[src/rtl/fetch_pkg.sv]
// Shared types and helpers for the fetch sequencer: default PC width,
// sequencer state encoding and the program base-address selector.
package fetch_pkg;

  localparam int DEF_PC_W = 10;

  typedef enum logic [2:0] {
    ST_RST,
    ST_IDLE,
    ST_ARMED,
    ST_LAUNCH,
    ST_RUN,
    ST_DONE
  } fs_state_t;

  // Selects the start address of program idx from the four base values.
  function automatic logic [31:0] base_addr(input logic [1:0]  idx,
                                            input logic [31:0] b0,
                                            input logic [31:0] b1,
                                            input logic [31:0] b2,
                                            input logic [31:0] b3);
    logic [31:0] addr;
    case (idx)
      2'd0:    addr = b0;
      2'd1:    addr = b1;
      2'd2:    addr = b2;
      default: addr = b3;
    endcase
    return addr;
  endfunction

endpackage

[src/rtl/sat_counter.sv]
// Up-counter with synchronous clear that sticks at all-ones instead of wrapping.
module sat_counter #(
  parameter int W = 16
) (
  input  logic         clk,
  input  logic         rst_n,
  input  logic         clear,
  input  logic         en,
  output logic [W-1:0] count
);

  // Clear wins over enable; stop counting once every bit is set.
  always_ff @(posedge clk or negedge rst_n) begin
    // NOTE: sequential state uses non-blocking assignments so every flop
    // samples pre-edge values regardless of block ordering.
    if (!rst_n) begin
      count <= '0;
    end else if (clear) begin
      count <= '0;
    end else if (en && (count != '1)) begin
      count <= count + W'(1);
    end
  end

endmodule

[src/rtl/fetch_sequencer.sv]
// Launch/halt controller in front of the PC/fetch stage. Holds the PC while
// idle, jumps to each program's base on launch, passes decoder branches
// through while running and freezes the PC with Ack on Halt.
module fetch_sequencer
  import fetch_pkg::*;
#(
  parameter int              PC_W       = DEF_PC_W,
  parameter int              NUM_PROGS  = 3,
  parameter logic [PC_W-1:0] PROG0_BASE = PC_W'(0),
  parameter logic [PC_W-1:0] PROG1_BASE = PC_W'(128),
  parameter logic [PC_W-1:0] PROG2_BASE = PC_W'(256),
  parameter logic [PC_W-1:0] PROG3_BASE = PC_W'(384),
  parameter int              CYC_W      = 16
) (
  input  logic             Clk,
  input  logic             Reset_n,
  input  logic             Start,
  input  logic             Halt,
  input  logic             BrTaken,
  input  logic             BrRel,
  input  logic [PC_W-1:0]  BrTarget,
  output logic             FetchReset,
  output logic             FetchStart,
  output logic             Jump,
  output logic             BranchAbsOrRel,
  output logic [PC_W-1:0]  Target,
  output logic             CoreEn,
  output logic             Ack,
  output logic [1:0]       ProgIdx,
  output logic [CYC_W-1:0] CycleCount,
  output logic             Error
);

  fs_state_t  state;
  logic [1:0] next_idx;

  assign next_idx = (ProgIdx == 2'(NUM_PROGS - 1)) ? 2'd0 : ProgIdx + 2'd1;

  // Sequencer state plus the registered Ack, program index and sticky Error.
  always_ff @(posedge Clk or negedge Reset_n) begin
    if (!Reset_n) begin
      state   <= ST_RST;
      Ack     <= 1'b0;
      ProgIdx <= 2'd0;
      Error   <= 1'b0;
    end else begin
      case (state)
        ST_RST:    state <= ST_IDLE;
        ST_IDLE:   if (Start) state <= ST_ARMED;
        ST_ARMED:  if (!Start) state <= ST_LAUNCH;
        ST_LAUNCH: begin
          state <= ST_RUN;
          if (Start) Error <= 1'b1;
        end
        ST_RUN: begin
          if (Start) Error <= 1'b1;
          if (Halt) begin
            state <= ST_DONE;
            Ack   <= 1'b1;
          end
        end
        ST_DONE: begin
          if (Start) begin
            state   <= ST_ARMED;
            Ack     <= 1'b0;
            ProgIdx <= next_idx;
          end
        end
        default: state <= ST_RST;
      endcase
    end
  end

  // Fetch-stage controls; Jump and FetchStart are never both high.
  always_comb begin
    // NOTE: every output gets a default first so no path can infer a latch.
    FetchReset     = 1'b0;
    FetchStart     = 1'b0;
    Jump           = 1'b0;
    BranchAbsOrRel = 1'b0;
    Target         = '0;
    CoreEn         = 1'b0;
    case (state)
      ST_RST:                     FetchReset = 1'b1;
      ST_IDLE, ST_ARMED, ST_DONE: FetchStart = 1'b1;
      ST_LAUNCH: begin
        Jump   = 1'b1;
        Target = PC_W'(base_addr(ProgIdx, 32'(PROG0_BASE), 32'(PROG1_BASE),
                                 32'(PROG2_BASE), 32'(PROG3_BASE)));
      end
      ST_RUN: begin
        CoreEn = 1'b1;
        if (Halt) begin
          FetchStart = 1'b1;
        end else if (BrTaken) begin
          Jump           = 1'b1;
          BranchAbsOrRel = BrRel;
          Target         = BrTarget;
        end
      end
      default: FetchReset = 1'b0;
    endcase
  end

  sat_counter #(.W(CYC_W)) u_cycle_cnt (
    .clk   (Clk),
    .rst_n (Reset_n),
    .clear (state == ST_LAUNCH),
    .en    (state == ST_RUN),
    .count (CycleCount)
  );

endmodule

[config.mk]
export PLATFORM = sky130hd
export DESIGN_NAME = fetch_sequencer
export DESIGN_NICKNAME = d
export VERILOG_FILES = /design/src/rtl/fetch_pkg.sv /design/src/rtl/sat_counter.sv /design/src/rtl/fetch_sequencer.sv
export SDC_FILE = /design/constraint.sdc
export NUM_CORES = 1
export LEC_CHECK = 0
export BUFFER_PORTS_ARGS = -buffer_cell sky130_fd_sc_hd__buf_2
export CORE_ASPECT_RATIO = 0.75
export CORE_MARGIN = 5
export CORE_UTILIZATION = 53
export CTS_CLUSTER_DIAMETER = 200
export DETAILED_ROUTE_END_ITERATION = 10
export HOLD_SLACK_MARGIN = 0.08
export PLACE_DENSITY = 0.88
export SYNTH_ARGS = -nofsm -noshare
export SYNTH_HDL_FRONTEND = slang
export SYNTH_SLANG_ARGS = --single-unit
[constraint.sdc]
create_clock -name Clk -period 5.68 [get_ports Clk]
set_clock_uncertainty 0.15 [all_clocks]
set_input_delay 0.284 -clock Clk [delete_from_list [all_inputs] [get_ports Clk]]
set_output_delay 0.284 -clock Clk [all_outputs]
set_load 0.05 [all_outputs]
==> results by stage, run 1 <==
Logic synthesis:
- The flip-flop and latch count after synthesis is 23.
- The dominant synthesized flop cell is sky130_fd_sc_hd__dfrtp_1.
- Dividing the synthesized area by the synthesized cell count gives 9.519 um2.
- After synthesis, the most frequently instantiated cells are 23 x sky130_fd_sc_hd__dfrtp_1, 18 x sky130_fd_sc_hd__nand2_1, 10 x sky130_fd_sc_hd__nand3_1, 10 x sky130_fd_sc_hd__o21ai_0, 9 x sky130_fd_sc_hd__and2_1.
- The share of the Yosys chip area taken by registers is 0.4085.
- The portion of synthesized cell area occupied by the leading cell type is 0.4085.
- The number of library cell types mapped by synthesis is 44.
- The fraction of registers with async set or reset after synthesis is 1.000.
- The largest area contributor in the synthesized netlist is sky130_fd_sc_hd__dfrtp_1.
- The count of warnings emitted by yosys is 0.
- The library cell with the highest instance count after synthesis is sky130_fd_sc_hd__dfrtp_1.
- When the netlist entered floorplanning its net count stood at 165.
- By area the synthesized netlist is led by sky130_fd_sc_hd__dfrtp_1 41%, sky130_fd_sc_hd__nand2_1 4.8%, sky130_fd_sc_hd__and2_1 4.0%.
- In this run the cell area of the synthesized design comes to 1409 um2.
- The number of synthesized flops with an enable pin is 0.
- Synthesis handed over a netlist of 148 instances.

Min path:
- The classification of the worst-slack hold path is input port to register.
- The worst hold path was traced through 3 stages.

GRT:
- The via count of the first global-routing pass is 1209.
- The pin count of the biggest net entering global routing is 24.
- Across every metal layer, demand over resource in global routing totals 0.1873.
- The number of antenna violations at the first check in global routing is 0.
- The wire length of the first global-routing pass is 5623 um.
- Global routing finished with a remaining overflow of 0.

Clocking:
- The TritonCTS clock tree is done.
- The number of buffers created by CTS is 3.
- The clock sink count is 23.
- The maximum number of buffers from clock root to sink is 2.
- The cell at the root of the clock tree is sky130_fd_sc_hd__clkbuf_4.
- The hold-fix buffer count after cts is 1.
- In this run, post-CTS repair resized a total of 0 instances.
- The clock insertion delay at the later pin of the skew report is 0.32 ns.
- Post-CTS timing repair inserted 0 buffers for setup.
- After clock tree synthesis, the clock-pin slew on the worst setup and hold paths is 0.13 ns.
- The CTS H-tree depth is 1.

Worst setup path:
- Walking the worst path, the cells encountered are nor2b_4 -> nand2b_1 -> nor3b_2 -> a22o_1 -> buf_2.
- The category of the worst setup path capture point is a primary output.
- STA classifies the critical path startpoint as a register.
- The type of the setup path with the least slack is register to primary output.
- Of all nets on the critical path, the largest fanout is 12.
- Among all stages on the critical path, the largest delay is contributed by sky130_fd_sc_hd__nor3b_2.
- The required time at the endpoint of the critical path is 5.25 ns.
- The largest single stage delay on the critical path is 0.56 ns.
- The critical path data arrival time is 2.41 ns.
- The worst reg2reg path depth is 5.

Floorplan:
- For this design the top-level I/O count stands at 51.
- The floorplan step set the die width to 69.54 um.
- The floorplan core area is 2582 um2.
- The die covers 3800 um2.
- For this configuration, the core starts out at a cell density of 0.5455.
- The floorplan die height is 54.65 um.
- The row count is 16.

Placed design:
- The total cell area at the placement stage is 1658 um2.
- Counting tap cells, the placed design contains a total of 229 instances.
- Routability-driven placement finished with a final weighted congestion of 0.9012.
- The count of input and output buffers is 50.
- Summed over all nets, the half-perimeter wirelength after detailed placement is 2707 um.

STA:
- The time the worst path needs with I/O delays and setup is 2.844 ns.
- Dividing the final minimum period by the clock period gives 0.5008.
- The transition time at the pin with the least slew margin is 0.5996 ns.
- The tightest slew margin relative to the limit is 0.6003.
- After routing, the total negative slack on setup checks comes to 0 ns.
- The setup violation total in the final timing report is 0.
- The upper clock frequency limit is 351.6 MHz.
- The final count of hold timing violations is 0.
- Setup repair after global routing left no endpoint under its margin.
- The count of final max-slew check failures is 0.

Finish:
- The number of nets in the final layout is 216.
- For this run, the share of the core covered by cells in the final layout is 0.6565.
- The antenna diode instance count is 0.
- The post-synthesis to final-layout area growth is 20.34%.
- The final design area excluding fillers is 1695 um2.
- The layout cell share with drive strength beyond 1 is 0.3485.
- Leaving out filler cells and counting taps, the final layout contains 234.

Power and ir drop:
- Total power for the finished layout comes to 622.6 uW.
- IR analysis of the VDD net gives a maximum drop of 0.2462 mV.
- Dividing total power by cell area gives a power density of 367.2 nW/um2.
- The static power due to leakage is 0.0008843 uW.

Run:
- The number of max-cap violations is 0.

Drt:
- For this block, the via count after detailed routing is 1322.
- The final wirelength is 3489 um.
- The first-pass detailed-route iteration total is 4.
- The detailed-route DRC error count is 0.
- In the final routed layout, each cell accounts on average for 14.91 um.
- The number of DRC violations after detailed-routing iteration 0 is 106.
- After detailed routing, the number of vias per cell comes to 5.650.
- Once detail routing completed, the nets flagged for antenna violations numbered 0.

Outcome:
- The run finished with clean final reports.
## metal layers
layer | track usage | part of all wire | routed length, um | vias up
li1 | - | - | - | 650
met4 | 0.05195 | 0.0072 | 25 | 0
met1 | 0.2242 | 0.41 | 1434 | 627
met2 | 0.3497 | 0.53 | 1851 | 41
met5 | 0 | 0 | 0 | -
met3 | 0.04037 | 0.051 | 179 | 4
## registers in the layout (all words and copies together), names as in the netlist
| name | flops |
|---|---|
| ProgIdx | 2 |
| Error | 1 |
| state | 3 |
| Ack | 1 |
| u_cycle_cnt.count | 16 |
## layout by cell type, fill, tap and decap left out, types with 2 or more instances in the layout
cell type and instances:
sky130_fd_sc_hd__buf_2 50, sky130_fd_sc_hd__dfrtp_1 23, sky130_fd_sc_hd__nand2_1 18, sky130_fd_sc_hd__o21ai_0 10, sky130_fd_sc_hd__nand3_1 10, sky130_fd_sc_hd__and2_1 9
sky130_fd_sc_hd__nor2_1 6, sky130_fd_sc_hd__a31oi_1 5, sky130_fd_sc_hd__nand2b_1 4, sky130_fd_sc_hd__nor3_1 4, sky130_fd_sc_hd__a21oi_1 4, sky130_fd_sc_hd__mux2i_1 4
sky130_fd_sc_hd__a21o_1 4, sky130_fd_sc_hd__nor4_1 4, sky130_fd_sc_hd__a22o_1 3, sky130_fd_sc_hd__nand4_1 3, sky130_fd_sc_hd__o21ai_2 3, sky130_fd_sc_hd__clkbuf_4 3
sky130_fd_sc_hd__xnor2_1 2, sky130_fd_sc_hd__o211ai_1 2, sky130_fd_sc_hd__and3_1 2, sky130_fd_sc_hd__inv_1 2, sky130_fd_sc_hd__or3_2 2
## worst paths after layout
| path | slack [ns] | end | startpoint |
|---|---|---|---|
| hold / removal | 0.1 | Error | Start |
| hold reg to reg | 0.34 | Error | Error |
| setup / recovery | 2.84 | Target[7] | state[1] |
| max in group asynchronous | 4.74 | Error | Reset_n |
| setup reg to reg | 3.45 | u_cycle_cnt.count[5] | state[1] |
| min in group asynchronous | 0.30 | u_cycle_cnt.count[2] | Reset_n |
## logic make-up after synthesis
| logic type | synth area share |
|---|---|
| simple gates | 0.3286 |
| compound gates | 0.1634 |
| flops | 0.4085 |
| buf+inv | 0.04974 |
| mux | 0.02842 |
| xor+xnor | 0.01244 |
| fa+ha+maj | 0.008880 |
## critical path: cells and delay by family, from the launching register on
kind / cells / cell delay, ns
simple gates: 3 / 1.09
buf+inv: 1 / 0.27
flops: 1 / 0.50
compound gates: 1 / 0.24
## metrics by stage
stage	setup slack (ns)	hold WS [ns]
after floorplan	3.403	-0.1616
after global placement	3.350	0.1260
after detailed placement	3.188	0.1366
after CTS	2.824	0.09078
after global routing	2.597	0.1257
final	2.836	0.09888
## final cells by class
type | count | area, um2
Clock inverter | 1 | 5.005
Fill cell | 209 | 887.1
Multi-Input combinational cell | 117 | 763.2
Inverter | 3 | 23.77
Tap cell | 36 | 45.04
Clock buffer | 3 | 22.52
Sequential cell | 23 | 575.6
Timing Repair Buffer | 51 | 260.3
## report_power, final
group          leakage [uW]  switching, uW  total [uW]  internal, uW
sequential         0.000303           40.1         231           191
clock             0.0000177           50.5        76.9          26.4
combinational      0.000564            232         315          83.1
total              0.000884            322         623           300
Power figures use the tool's default switching activity.
==> run 2, diff against run 1 <==
- ABC_AREA: default -> 1
- CORE_UTILIZATION: 53 -> 50
- PLACE_DENSITY: 0.88 -> 0.83
- clock period: 5.68 -> 2.98 ns (I/O delays scaled with it)
==> run 2 against run 1 <==
Worst hold slack improved by 0.13 ns. First-iteration DRC count rose by 22%. Die area rose by 10%. Synthesized area rose by 5.7%. Critical path depth rose by 1. Clock power rose to 2.5 times the previous value. Highest routed layer unchanged. Synthesized cell count rose by 46%.
==> results by stage, run 2 <==
Finish:
- In the layout the commonest cells are 75 x sky130_fd_sc_hd__nand2_1, 50 x sky130_fd_sc_hd__buf_2, 28 x sky130_fd_sc_hd__inv_1, 27 x sky130_fd_sc_hd__nor2_1, 23 x sky130_fd_sc_hd__dfrtp_1.
- The antenna diode instance count is 0 (unchanged).
- The area occupied by multi-input gates is 778.2 um2 (+2.0%).
- The flip-flop count of the largest register after layout came to 16 (unchanged).
- The largest registers in the layout are u_cycle_cnt.count: 16 flops, state: 3 flops, ProgIdx: 2 flops.
- The filler-free cell count of the finished design is 309 (+32%).
- Counting flops per register, the top entry is u_cycle_cnt.count.
- The number of nets in the final layout came to 289 (+34%).
- The layout cell share with drive strength beyond 1 is 0.2620 (-0.08649).
- The total of fill cells in the finished design is 278 (+33%).
- The utilization after layout is 0.6362 (-0.02025).
- The post-synthesis to final-layout area growth is 23.61%.
- The most frequent standard cell in the layout excluding fill and tap cells is sky130_fd_sc_hd__nand2_1.
- The area occupied by registers came to 575.6 um2 (unchanged).

STA:
- The final count of hold timing violations came to 0 (unchanged).
- The setup TNS was 0 ns (unchanged).
- The count of final max-slew check failures is 0 (unchanged).
- In the finished design, the share of the clock period the worst path needs comes to 0.7095.
- The tightest slew margin relative to the limit is 0.6610 (+0.06070).
- For this run, the top clock speed supported by timing is 472.9 MHz.
- Setup repair after global routing left no endpoint under its margin.
- The smallest clock period supported by the final layout is computed as 2.114 ns.
- The setup violation total in the final timing report is 0 (unchanged).
- The transition time at the pin with the least slew margin came to 0.5086 ns (-0.09105 ns).
- The final worst slack is 0.8656 ns (-1.970 ns).

Logic synthesis:
- The count of warnings emitted by yosys is 0 (unchanged).
- The net count after synthesis was 233 (+41%).
- The number of synthesized flops with an enable pin was 0 (unchanged).
- The sequential-to-total area share from yosys stat was 0.3866 (-0.02197).
- The fraction of registers with async set or reset after synthesis is 1.000 (unchanged).
- The combined area of all synthesized cells is 1489 um2 (+5.7%).
- In the synthesized netlist, the cells that appear most often are 75 x sky130_fd_sc_hd__nand2_1, 28 x sky130_fd_sc_hd__inv_1, 27 x sky130_fd_sc_hd__nor2_1.
- sky130_fd_sc_hd__nand2_1 is the most common cell in the netlist.
- The number of library cell types mapped by synthesis is 22 (-50%).
- For this run, the leading register cell type out of synthesis is sky130_fd_sc_hd__dfrtp_1.
- The instance count of the mapped netlist came to 216 (+46%).
- The portion of synthesized cell area occupied by the leading cell type was 0.3866 (-0.02197).
- Yosys attributes the largest share of cell area to sky130_fd_sc_hd__dfrtp_1 39%, sky130_fd_sc_hd__nand2_1 19%, sky130_fd_sc_hd__inv_1 7.1%.
- The flip-flop and latch count after synthesis is 23 (unchanged).
- The post-synthesis area per instance was 6.893 um2 (-28%).
- The synthesized design spends more area on one cell type than any other, namely sky130_fd_sc_hd__dfrtp_1.

Floorplan:
- The die outline area is 4181 um2 (+10%).
- The row count came to 17 (+1).
- The floorplan die width is 73.01 um (+5.0%).
- The number of primary I/O pins is 51 (unchanged).
- The floorplan core area came to 2893 um2 (+12%).
- The floorplan die height is 57.26 um (+4.8%).
- The initial core utilization came to 0.5147 (-0.03084).

Min path:
- The min-delay analysis places its worst path in the category input port to asynchronous set/reset pin.

Clocking:
- The clock insertion delay at the later pin of the skew report is 0.26 ns (-0.06 ns).
- The clock-pin slew on the worst setup and hold paths came to 0.08 ns (-0.05 ns).
- The maximum number of buffers from clock root to sink is 2 (unchanged).
- The CTS H-tree depth is 1 (unchanged).
- The clock sink count is 23 (unchanged).
- The cell at the root of the clock tree is sky130_fd_sc_hd__clkbuf_8.
- TritonCTS built the clock tree.
- The number of buffers created by CTS came to 3 (unchanged).

Drt:
- The detailed-route vias per instance was 4.828 (-15%).
- The total vias in the final route is 1492 (+13%).
- The final wirelength is 3480 um (-0.26%).
- The detailed-route DRC error count is 0 (unchanged).
- The number of DRC violations after detailed-routing iteration 0 is 129 (+22%).
- The count of nets left with antenna violations after detail routing came to 0 (unchanged).
- The wire length per cell after detailed routing came to 11.26 um (-24%).
- The first-pass detailed-route iteration total is 5 (+1).

Power and ir drop:
- The total design power is 1185 uW (+90%).
- The static power due to leakage is 0.001041 uW (+18%).
- The maximum ir drop on the vdd rail was 0.4212 mV (+71%).
- The power per cell area came to 644.0 nW/um2 (+75%).

Worst setup path:
- The required time at the endpoint of the critical path is 2.68 ns (-2.57 ns).
- STA classifies the critical path endpoint as a primary output.
- The peak fanout along the critical path is 10 (-2).
- The worst reg2reg path depth was 7 (+2).
- The worst register-to-register path begins at u_cycle_cnt.count[1].
- The endpoint identified for the worst register-to-register timing path is u_cycle_cnt.count[2].
- The worst setup path is launched from a register.
- The critical path data arrival time came to 1.82 ns (-0.59 ns).
- The worst setup slack for register-to-register paths came to 1.19 ns (-2.26 ns).
- The type of the setup path with the least slack is register to primary output.

Outcome:
- The flow ran to the end, and the final reports show no timing, DRC or antenna violations.

GRT:
- The wire length of the first global-routing pass is 6003 um (+6.8%).
- The via count of the first global-routing pass was 1382 (+14%).
- The final global-route overflow total is 0 (unchanged).
- The pin count of the biggest net entering global routing is 24 (unchanged).
- The number of antenna violations at the first check in global routing was 0 (unchanged).
- The global-route total usage across every layer is 0.1761 (-0.01121).

Placed design:
- The count of input and output buffers is 50 (unchanged).
- The HPWL after detailed placement came to 2639 um (-2.5%).
- The placer congestion estimate is 0.8952 (-0.67%).
- The cell count after placement is 302 (+32%).
- The pre-CTS setup slack is 1.151 ns (-2.038 ns).

Run:
- The number of max-cap violations is 0 (unchanged).
==> run 2: cell types whose count changed after synthesis, sizes merged, moves of 4 or more <==
cell,previous run,this run
nand2,18,78
inv,2,30
nor2,6,32
nand3,10,25
and2,9,0
a31oi,5,0
nand2b,5,0
nor4,5,0
a21o,4,0
a21oi,4,0
mux2i,4,0
==> run 2: metal layers <==
| metal | wire, um | up-vias | track usage |
|---|---|---|---|
| met2 | 1666 | 26 | 0.3070 |
| li1 | - | 784 | - |
| met4 | 38 | 0 | 0.02368 |
| met5 | 0 | - | 0 |
| met3 | 146 | 4 | 0.04401 |
| met1 | 1628 | 678 | 0.2248 |
==> run 2: how the worst max path moves through the flow <==
| stage | from | end | slack [ns] |
|---|---|---|---|
| 2_1_floorplan | ProgIdx[1] | Target[8] | 0.80 |
| 3_3_place_gp | state[1] | Target[9] | 1.20 |
| 3_5_place_dp | state[1] | Target[5] | 1.15 |
| 4_1_cts | state[1] | Target[5] | 0.85 |
| 5_1_grt | state[1] | BranchAbsOrRel | 0.63 |
| 6_report | state[1] | Target[5] | 0.87 |
==> run 2: area by class of cell <==
type	instances	share of cell area
repair buffers	53	0.1523
inverters	30	0.06118
clock inverters	1	0.002719
clock buffers	3	0.02243
multi-input cells	161	0.4228
flip-flops and latches	23	0.3127
well taps	38	0.02583
==> run 2: where the power goes <==
| group | switching (uW) | total, uW | internal (uW) |
|---|---|---|---|
| Sequential | 47.2 | 407 | 360 |
| Combinational | 452 | 583 | 132 |
| Clock | 101 | 195 | 93.3 |
==> run 2: logic make-up after synthesis <==
kind of cell,Yosys count,synth area share
and+or+nand+nor,144,0.4429
DFF,23,0.3866
xor gates and xnor gates,2,0.01177
buffers and inverters,32,0.09076
AOI/OAI and AO/OA,14,0.05967
adders and majority gates,1,0.008402
==> run 2: what timing repair did <==
action	in CTS	in global routing
buffers inserted	0	0
hold endpoints to repair	27	0
hold buffers	3	0
resized for setup	0	0
==> run 2: per-stage QoR <==
| step | area, um2 | hold slack, ns |
|---|---|---|
| after floorplan | 1489 | -0.2966 |
| after global placement | 1764 | 0.001680 |
| after detailed placement | 1764 | -0.00002598 |
| after CTS | 1841 | 0.2465 |
| after global routing | 1841 | 0.2865 |
| final | 1841 | 0.2289 |
==> run 2: critical path: stages (launching register included) <==
cell and delay (ns):
sky130_fd_sc_hd__dfrtp_1 0.43, sky130_fd_sc_hd__inv_1 0.12, sky130_fd_sc_hd__nand3_2 0.14, sky130_fd_sc_hd__nor2_1 0.22, sky130_fd_sc_hd__nand2_1 0.24, sky130_fd_sc_hd__nor2_1 0.14, sky130_fd_sc_hd__buf_2 0.27
